### src/rtl/ps2_host_tx_if.sv
// ps2_host_tx_if: command handshake between a requester and the PS/2 host transmitter.
//   txData     [7:0] command byte, sampled when txStart is accepted
//   txStart          request strobe, accepted only while busy=0
//   busy             high from acceptance until done
//   done             one-cycle pulse at transfer end
//   ackErr           valid with done; 1 = device did not acknowledge
//   timeoutErr       valid with done; 1 = watchdog expired
// master = requester side, slave = ps2_host_tx side.
interface ps2_host_tx_if;
  logic [7:0] txData;
  logic       txStart;
  logic       busy;
  logic       done;
  logic       ackErr;
  logic       timeoutErr;

  modport master (
    output txData, txStart,
    input  busy, done, ackErr, timeoutErr
  );

  modport slave (
    input  txData, txStart,
    output busy, done, ackErr, timeoutErr
  );
endinterface

### src/rtl/ps2_host_tx.sv
// ps2_host_tx: PS/2 host-to-device byte transmitter (open-drain line control).
// Sequence: inhibit clock, request-to-send (start bit), 8 data bits LSB first,
// odd parity, stop bit, device acknowledge, wait for bus idle, done pulse.
// Ports:
//   clk        system clock, rising edge
//   rst        synchronous active-high reset
//   bus        ps2_host_tx_if.slave (txData, txStart, busy, done, ackErr, timeoutErr)
//   PS2ClkIn   raw PS/2 clock level (asynchronous)
//   PS2DataIn  raw PS/2 data level (asynchronous)
//   PS2ClkOe   1 = pull PS/2 clock low, 0 = release
//   PS2DataOe  1 = pull PS/2 data low, 0 = release
// Optional feature: define PS2_TX_TIMEOUT_EN to enable the transfer watchdog
// (TIMEOUT_CYCLES). Without it timeoutErr is constant 0 and a silent device
// keeps the block busy until reset.
module ps2_host_tx #(
  parameter int unsigned INHIBIT_CYCLES = 12000,
  parameter int unsigned TIMEOUT_CYCLES = 2000000
) (
  input  logic               clk,
  input  logic               rst,
  ps2_host_tx_if.slave       bus,
  input  logic               PS2ClkIn,
  input  logic               PS2DataIn,
  output logic               PS2ClkOe,
  output logic               PS2DataOe
);

  localparam int unsigned INH_W = (INHIBIT_CYCLES > 1) ? $clog2(INHIBIT_CYCLES) : 1;
  localparam int unsigned BIT_W = 4;
  localparam int unsigned SHF_W = 9;

  typedef enum logic [2:0] {
    IDLE, INHIBIT, REQ, SHIFT, STOP, ACK, RELEASE, FINISH
  } state_t;

  state_t             state;
  logic [INH_W-1:0]   inh_cnt;
  logic [BIT_W-1:0]   bit_cnt;
  logic [SHF_W-1:0]   tx_shift;   // {parity, data}, shifted right as bits go out
  logic               ack_nok;
  logic               clk_s1, clk_s2, clk_s3;
  logic               dat_s1, dat_s2;
  logic               fall;

  // Device falling edge: synchronized clock was 1 last cycle and is 0 now.
  assign fall = clk_s3 & ~clk_s2;

`ifdef PS2_TX_TIMEOUT_EN
  localparam int unsigned WD_W = (TIMEOUT_CYCLES > 1) ? $clog2(TIMEOUT_CYCLES) : 1;
  logic [WD_W-1:0] wdog;
  logic            wd_active;
  assign wd_active = state inside {REQ, SHIFT, STOP, ACK, RELEASE};
`else
  logic unused_timeout_cfg;
  assign unused_timeout_cfg = ^TIMEOUT_CYCLES;
`endif

  // Synchronizers, transfer FSM and registered line/handshake outputs.
  always_ff @(posedge clk) begin
    if (rst) begin
      state          <= IDLE;
      inh_cnt        <= '0;
      bit_cnt        <= '0;
      tx_shift       <= '0;
      ack_nok        <= 1'b0;
      clk_s1         <= 1'b1;
      clk_s2         <= 1'b1;
      clk_s3         <= 1'b1;
      dat_s1         <= 1'b1;
      dat_s2         <= 1'b1;
      PS2ClkOe       <= 1'b0;
      PS2DataOe      <= 1'b0;
      bus.busy       <= 1'b0;
      bus.done       <= 1'b0;
      bus.ackErr     <= 1'b0;
      bus.timeoutErr <= 1'b0;
`ifdef PS2_TX_TIMEOUT_EN
      wdog           <= '0;
`endif
    end else begin
      clk_s1 <= PS2ClkIn;
      clk_s2 <= clk_s1;
      clk_s3 <= clk_s2;
      dat_s1 <= PS2DataIn;
      dat_s2 <= dat_s1;

      // Status flags only carry meaning in the done cycle.
      bus.done       <= 1'b0;
      bus.ackErr     <= 1'b0;
      bus.timeoutErr <= 1'b0;

      case (state)
        IDLE: begin
          if (bus.txStart) begin
            tx_shift  <= {~^bus.txData, bus.txData};
            bit_cnt   <= '0;
            inh_cnt   <= '0;
            ack_nok   <= 1'b0;
            bus.busy  <= 1'b1;
            PS2ClkOe  <= 1'b1;
            PS2DataOe <= 1'b0;
            state     <= INHIBIT;
          end
        end

        // Clock held low; device edges are ignored since the host owns the line.
        INHIBIT: begin
          if (inh_cnt == INH_W'(INHIBIT_CYCLES - 1)) begin
            PS2ClkOe  <= 1'b0;
            PS2DataOe <= 1'b1;
            state     <= REQ;
          end else begin
            inh_cnt <= inh_cnt + 1'b1;
          end
        end

        // First device edge clocks out data bit 0.
        REQ: begin
          if (fall) begin
            PS2DataOe <= ~tx_shift[0];
            tx_shift  <= {1'b0, tx_shift[SHF_W-1:1]};
            bit_cnt   <= BIT_W'(1);
            state     <= SHIFT;
          end
        end

        // Bits 1..7 then parity; bit_cnt==8 is the parity edge.
        SHIFT: begin
          if (fall) begin
            PS2DataOe <= ~tx_shift[0];
            tx_shift  <= {1'b0, tx_shift[SHF_W-1:1]};
            if (bit_cnt == BIT_W'(8)) begin
              state <= STOP;
            end else begin
              bit_cnt <= bit_cnt + 1'b1;
            end
          end
        end

        STOP: begin
          if (fall) begin
            PS2DataOe <= 1'b0;
            state     <= ACK;
          end
        end

        ACK: begin
          if (fall) begin
            ack_nok <= dat_s2;
            state   <= RELEASE;
          end
        end

        RELEASE: begin
          if (clk_s2 && dat_s2) begin
            bus.busy   <= 1'b0;
            bus.done   <= 1'b1;
            bus.ackErr <= ack_nok;
            state      <= FINISH;
          end
        end

        FINISH: begin
          state <= IDLE;
        end

        default: begin
          state <= IDLE;
        end
      endcase

`ifdef PS2_TX_TIMEOUT_EN
      // Watchdog restarts on every device edge; expiry overrides the FSM.
      if (!wd_active || fall) begin
        wdog <= '0;
      end else if (wdog == WD_W'(TIMEOUT_CYCLES - 1)) begin
        wdog           <= '0;
        PS2ClkOe       <= 1'b0;
        PS2DataOe      <= 1'b0;
        bus.busy       <= 1'b0;
        bus.done       <= 1'b1;
        bus.ackErr     <= 1'b0;
        bus.timeoutErr <= 1'b1;
        state          <= FINISH;
      end else begin
        wdog <= wdog + 1'b1;
      end
`endif
    end
  end

endmodule
### src/flat_wrapper.sv
// flat-port wrapper written by rule: the top's interface ports become plain ports
module ps2_host_tx_flat 
#(
  parameter int unsigned INHIBIT_CYCLES = 12000,
  parameter int unsigned TIMEOUT_CYCLES = 2000000
)
  (clk, rst, PS2ClkIn, PS2DataIn, PS2ClkOe, PS2DataOe, bus_txData, bus_txStart, bus_busy, bus_done, bus_ackErr, bus_timeoutErr);
  ps2_host_tx_if bus_i ();
  input  logic clk;
  input  logic rst;
  input  logic PS2ClkIn;
  input  logic PS2DataIn;
  output logic PS2ClkOe;
  output logic PS2DataOe;
  input wire logic [$bits(bus_i.txData)-1:0] bus_txData;
  input wire logic [$bits(bus_i.txStart)-1:0] bus_txStart;
  output wire logic [$bits(bus_i.busy)-1:0] bus_busy;
  output wire logic [$bits(bus_i.done)-1:0] bus_done;
  output wire logic [$bits(bus_i.ackErr)-1:0] bus_ackErr;
  output wire logic [$bits(bus_i.timeoutErr)-1:0] bus_timeoutErr;
  assign bus_i.txData = bus_txData;
  assign bus_i.txStart = bus_txStart;
  assign bus_busy = bus_i.busy;
  assign bus_done = bus_i.done;
  assign bus_ackErr = bus_i.ackErr;
  assign bus_timeoutErr = bus_i.timeoutErr;
  ps2_host_tx #(.INHIBIT_CYCLES(INHIBIT_CYCLES), .TIMEOUT_CYCLES(TIMEOUT_CYCLES)) u_core (.clk(clk), .rst(rst), .bus(bus_i), .PS2ClkIn(PS2ClkIn), .PS2DataIn(PS2DataIn), .PS2ClkOe(PS2ClkOe), .PS2DataOe(PS2DataOe));
endmodule
### config.mk
export PLATFORM = sky130hd
export DESIGN_NAME = ps2_host_tx_flat
export DESIGN_NICKNAME = d
export VERILOG_FILES = /design/src/rtl/ps2_host_tx_if.sv /design/src/rtl/ps2_host_tx.sv /design/src/flat_wrapper.sv
export SDC_FILE = /design/constraint.sdc
export NUM_CORES = 1
export LEC_CHECK = 0
export CAP_MARGIN = 20
export CORE_ASPECT_RATIO = 1.2
export CORE_UTILIZATION = 51
export DETAILED_ROUTE_END_ITERATION = 10
export PLACE_DENSITY = 0.75
export SLEW_MARGIN = 0
export SYNTH_ARGS = -nofsm -noshare
export SYNTH_HDL_FRONTEND = slang
export SYNTH_SLANG_ARGS = --single-unit
### constraint.sdc
create_clock -name clk -period 2.4 [get_ports clk]
set_clock_uncertainty 0.1 [all_clocks]
set_input_delay 0.48 -clock clk [delete_from_list [all_inputs] [get_ports clk]]
set_output_delay 0.48 -clock clk [all_outputs]
set_load 0.01 [all_outputs]
==> metrics.txt <==
Clock transition at path regs=~0.08 ns; first-pass GRT wire length=between 7 and 8 mm; Async S/R FF share, synth=0%; die width=61.39 um; initial antenna violation count=0; Post-DP Area=roughly 0.0025 mm^2; Die Y-Extent=73.26 um; LEAKAGE=1.049 nW; Total GRT Usage=~22%; std cell rows=25; P_int=between 0.0015 and 0.002 W; most frequent cell after synthesis=dfxtp_1; Max-Cap Viols=0; area of the core=between 0.004 and 0.005 mm^2; top cells by count, synth=41 x dfxtp_1, 24 x nor2_1, 19 x nand2_1; drt pass-1 iters=5; # IOs=19; number of flops mapped to enable cells by yosys=0; ANT nets after route=0; part of the power in combinational logic=47.6%; fin area=~0.0026 mm^2; Pwr Density=slightly below 1000 mW/mm^2; RSZ-0062 raised after global routing=false; clk_lat worst skew=slightly below 0.3 ns; Final Hold Fails=0; Synth area leaders=dfxtp_1 38%, mux2i_1 5.6%, ha_1 4.6%; Reg power frac=33.2%; setup TNS=0 ns; Switch Pwr=between 0.0009 and 0.001 W; Buffers on Ports=17; Worst Hold Class=flip-flop to flip-flop; period utilization=a little over nine tenths; largest family of logic cells by synthesized area=simple AND/OR/NAND/NOR gates; Yosys cell types=46; Post-CTS Hold Fix Bufs=0; Hold Slack=between 0.3 and 0.4 ns; Worst Path Max Fanout=6; status=finished, final reports clean; simple-gate share of the synthesized area=about a quarter; WL final=approximately 4.6 mm; Synth Warn #=0; post-synthesis adder-cell area fraction=between 4 and 5%; Post-DP HPWL=between 3 and 4 mm; CTS tree=done; Final Wtd Congestion=roughly 0.87; fin crit period=2.317 ns; Synth Flop Type=dfxtp_1; TritonCTS Sinks=41; post-DR vias/cell=5.625; CTS Root Cell=clkbuf_8; setup bufs post-CTS=0; Slew headroom=66.37%; vias in the first global route=about 1.7k; H-tree depth=2; CP Class=flip-flop to flip-flop; switching share of power=around 38%; per-cell routed wire length=around 13 um; Antenna Cells=0; total global routing overflow=0; Critical Path RT=about 2.5 ns; CP arrival=around 2.4 ns; Avg Cell Area, Syn=8.398 um^2; Compound-Gate Fraction of Synth Area=18.38%; worst-case vdd ir drop=0.3760 mV; hold worst-path end=u_core.clk_s2; CTS Buffer Depth=2; die area=around 0.0045 mm^2; final setup fails=0; Yosys top cell area share=between 30% and 40%; syn nets=roughly 280; Syn Std Cell Area=0.002158 mm^2; Post-CTS Resized=0; post-synthesis xor/xnor area fraction=between 3 and 4%; worst reg2reg path depth=6; post-synth top area cell=dfxtp_1; Clock power frac=between 15 and 20%; max-slew violation count=0; reg2reg start=u_core.inh_cnt[0]; fin nets=about 300; pin count of the biggest net entering global routing=38; Initial Util=between 50% and 60%; crit path launch type=flip-flop; fmax=~430 MHz; Post-Syn Instances=between 200 and 300; hold path startpoint=u_core.clk_s1; flops & latches, synth=41; Critical Path End Type=flip-flop; DRC Markers=0; Area Growth Syn to Fin=20.06%; DR vias=between 1.5k and 2k; r2r endpoint=u_core.state[0]; Hold Crit Depth=1; CTS buffer count=5; mux contribution to synthesized area=about 5.6%; post-synthesis sequential area ratio=38.03%; fraction of layout cells with a size suffix above 1=between 10% and 20%; Worst Tran Pin Value=0.5035 ns; Starting DRT DRC Count=68; internal reg-to-reg setup slack=around 0.083 ns
## layout make-up
type | count | area [um^2]
Clock buffer | 7 | 96.34
Clock inverter | 1 | 5.005
Fill cell | 377 | 1413
Inverter | 9 | 33.78
Multi-Input combinational cell | 195 | 1269
Sequential cell | 41 | 822.0
Tap cell | 54 | 67.56
Timing Repair Buffer | 34 | 297.8
## routing by layer
layer	GRT usage, %	vias up	wire length, um
li1	-	992	-
met1	26.95	878	2126
met2	35.99	41	2160
met3	4.930	7	194
met4	8.889	0	73
met5	0	-	0
## worst max-delay path by stage
| stage | startpoint | to | slack (ns) | cells past startpoint |
|---|---|---|---|---|
| after CTS | u_core.inh_cnt[1] | u_core.state[0] | 0.01 | 6 |
| after detailed placement | bus_txStart | u_core.inh_cnt[5] | 0.008 | 6 |
| final | u_core.inh_cnt[0] | u_core.state[0] | 0.08 | 6 |
| after floorplan | u_core.inh_cnt[0] | u_core.state[0] | 0.06 | 6 |
| after global placement | bus_txStart | u_core.inh_cnt[5] | 0.05 | 6 |
| after global routing | u_core.inh_cnt[0] | u_core.state[0] | 0.007 | 6 |
## flip-flops by register name (all words and copies together) (netlist names)
name	cells
u_core.inh_cnt	14
u_core.tx_shift	9
u_core.bit_cnt	4
u_core.state	3
u_core.PS2ClkOe	1
u_core.PS2DataOe	1
u_core.ack_nok	1
u_core.bus.ackErr	1
u_core.bus.busy	1
u_core.bus.done	1
u_core.clk_s1	1
u_core.clk_s2	1
u_core.clk_s3	1
u_core.dat_s1	1
u_core.dat_s2	1
## logic make-up after synthesis
| logic type | count (synthesis) |
|---|---|
| other | 1 |
| buffers and inverters | 21 |
| multiplexers | 12 |
| AO/OA/AOI/OAI | 59 |
| AND/OR/NAND/NOR | 107 |
| adder cells (fa/ha/maj) | 8 |
| flip-flops | 41 |
| XOR/XNOR | 8 |
## cell usage in the layout, fill, tap and decap left out, drive strengths merged, types with 5 or more instances in the layout
| cell type | n |
|---|---|
| nor3 | 9 |
| nand4 | 5 |
| nor4 | 7 |
| a21oi | 13 |
| o21ai | 7 |
| xnor2 | 7 |
| inv | 8 |
| mux2i | 12 |
| nor2b | 8 |
| or2 | 5 |
| clkbuf | 7 |
| nand3 | 10 |
| o22ai | 9 |
| dfxtp | 41 |
| a211oi | 10 |
| buf | 17 |
| nor2 | 24 |
| and3 | 5 |
| clkdlybuf4s50 | 17 |
| ha | 8 |
| a21o | 6 |
| nand2 | 19 |
## through the flow
stage	worst slack (ns)	total power, W	cells	util, %
2_1_floorplan	0.05770	0.001697	257	-
3_3_place_gp	0.04933	0.002057	333	61.78
3_5_place_dp	0.007575	0.002066	333	61.78
4_1_cts	0.01215	0.002566	341	64.31
5_1_grt	0.007109	0.002767	341	64.72
6_report	0.08343	0.002563	341	64.72
## critical path, cell delays in order, from the launching register on
cell and delay [ns]:
dfxtp_1 0.39, ha_4 0.18, nand4_1 0.12, or4_4 0.56, a21o_1 0.20, or4_1 0.53
o211a_1 0.14
## power by group through the flow
stage	registers (W)	clock network [W]	logic (W)
after floorplan	0.000856	0	0.000841
after global placement	0.000860	0	0.00120
after detailed placement	0.000863	0	0.00120
after CTS	0.000848	0.000505	0.00121
after global routing	0.000866	0.000533	0.00137
final	0.000850	0.000494	0.00122
Note: power is estimated with default switching activity, not from simulation.
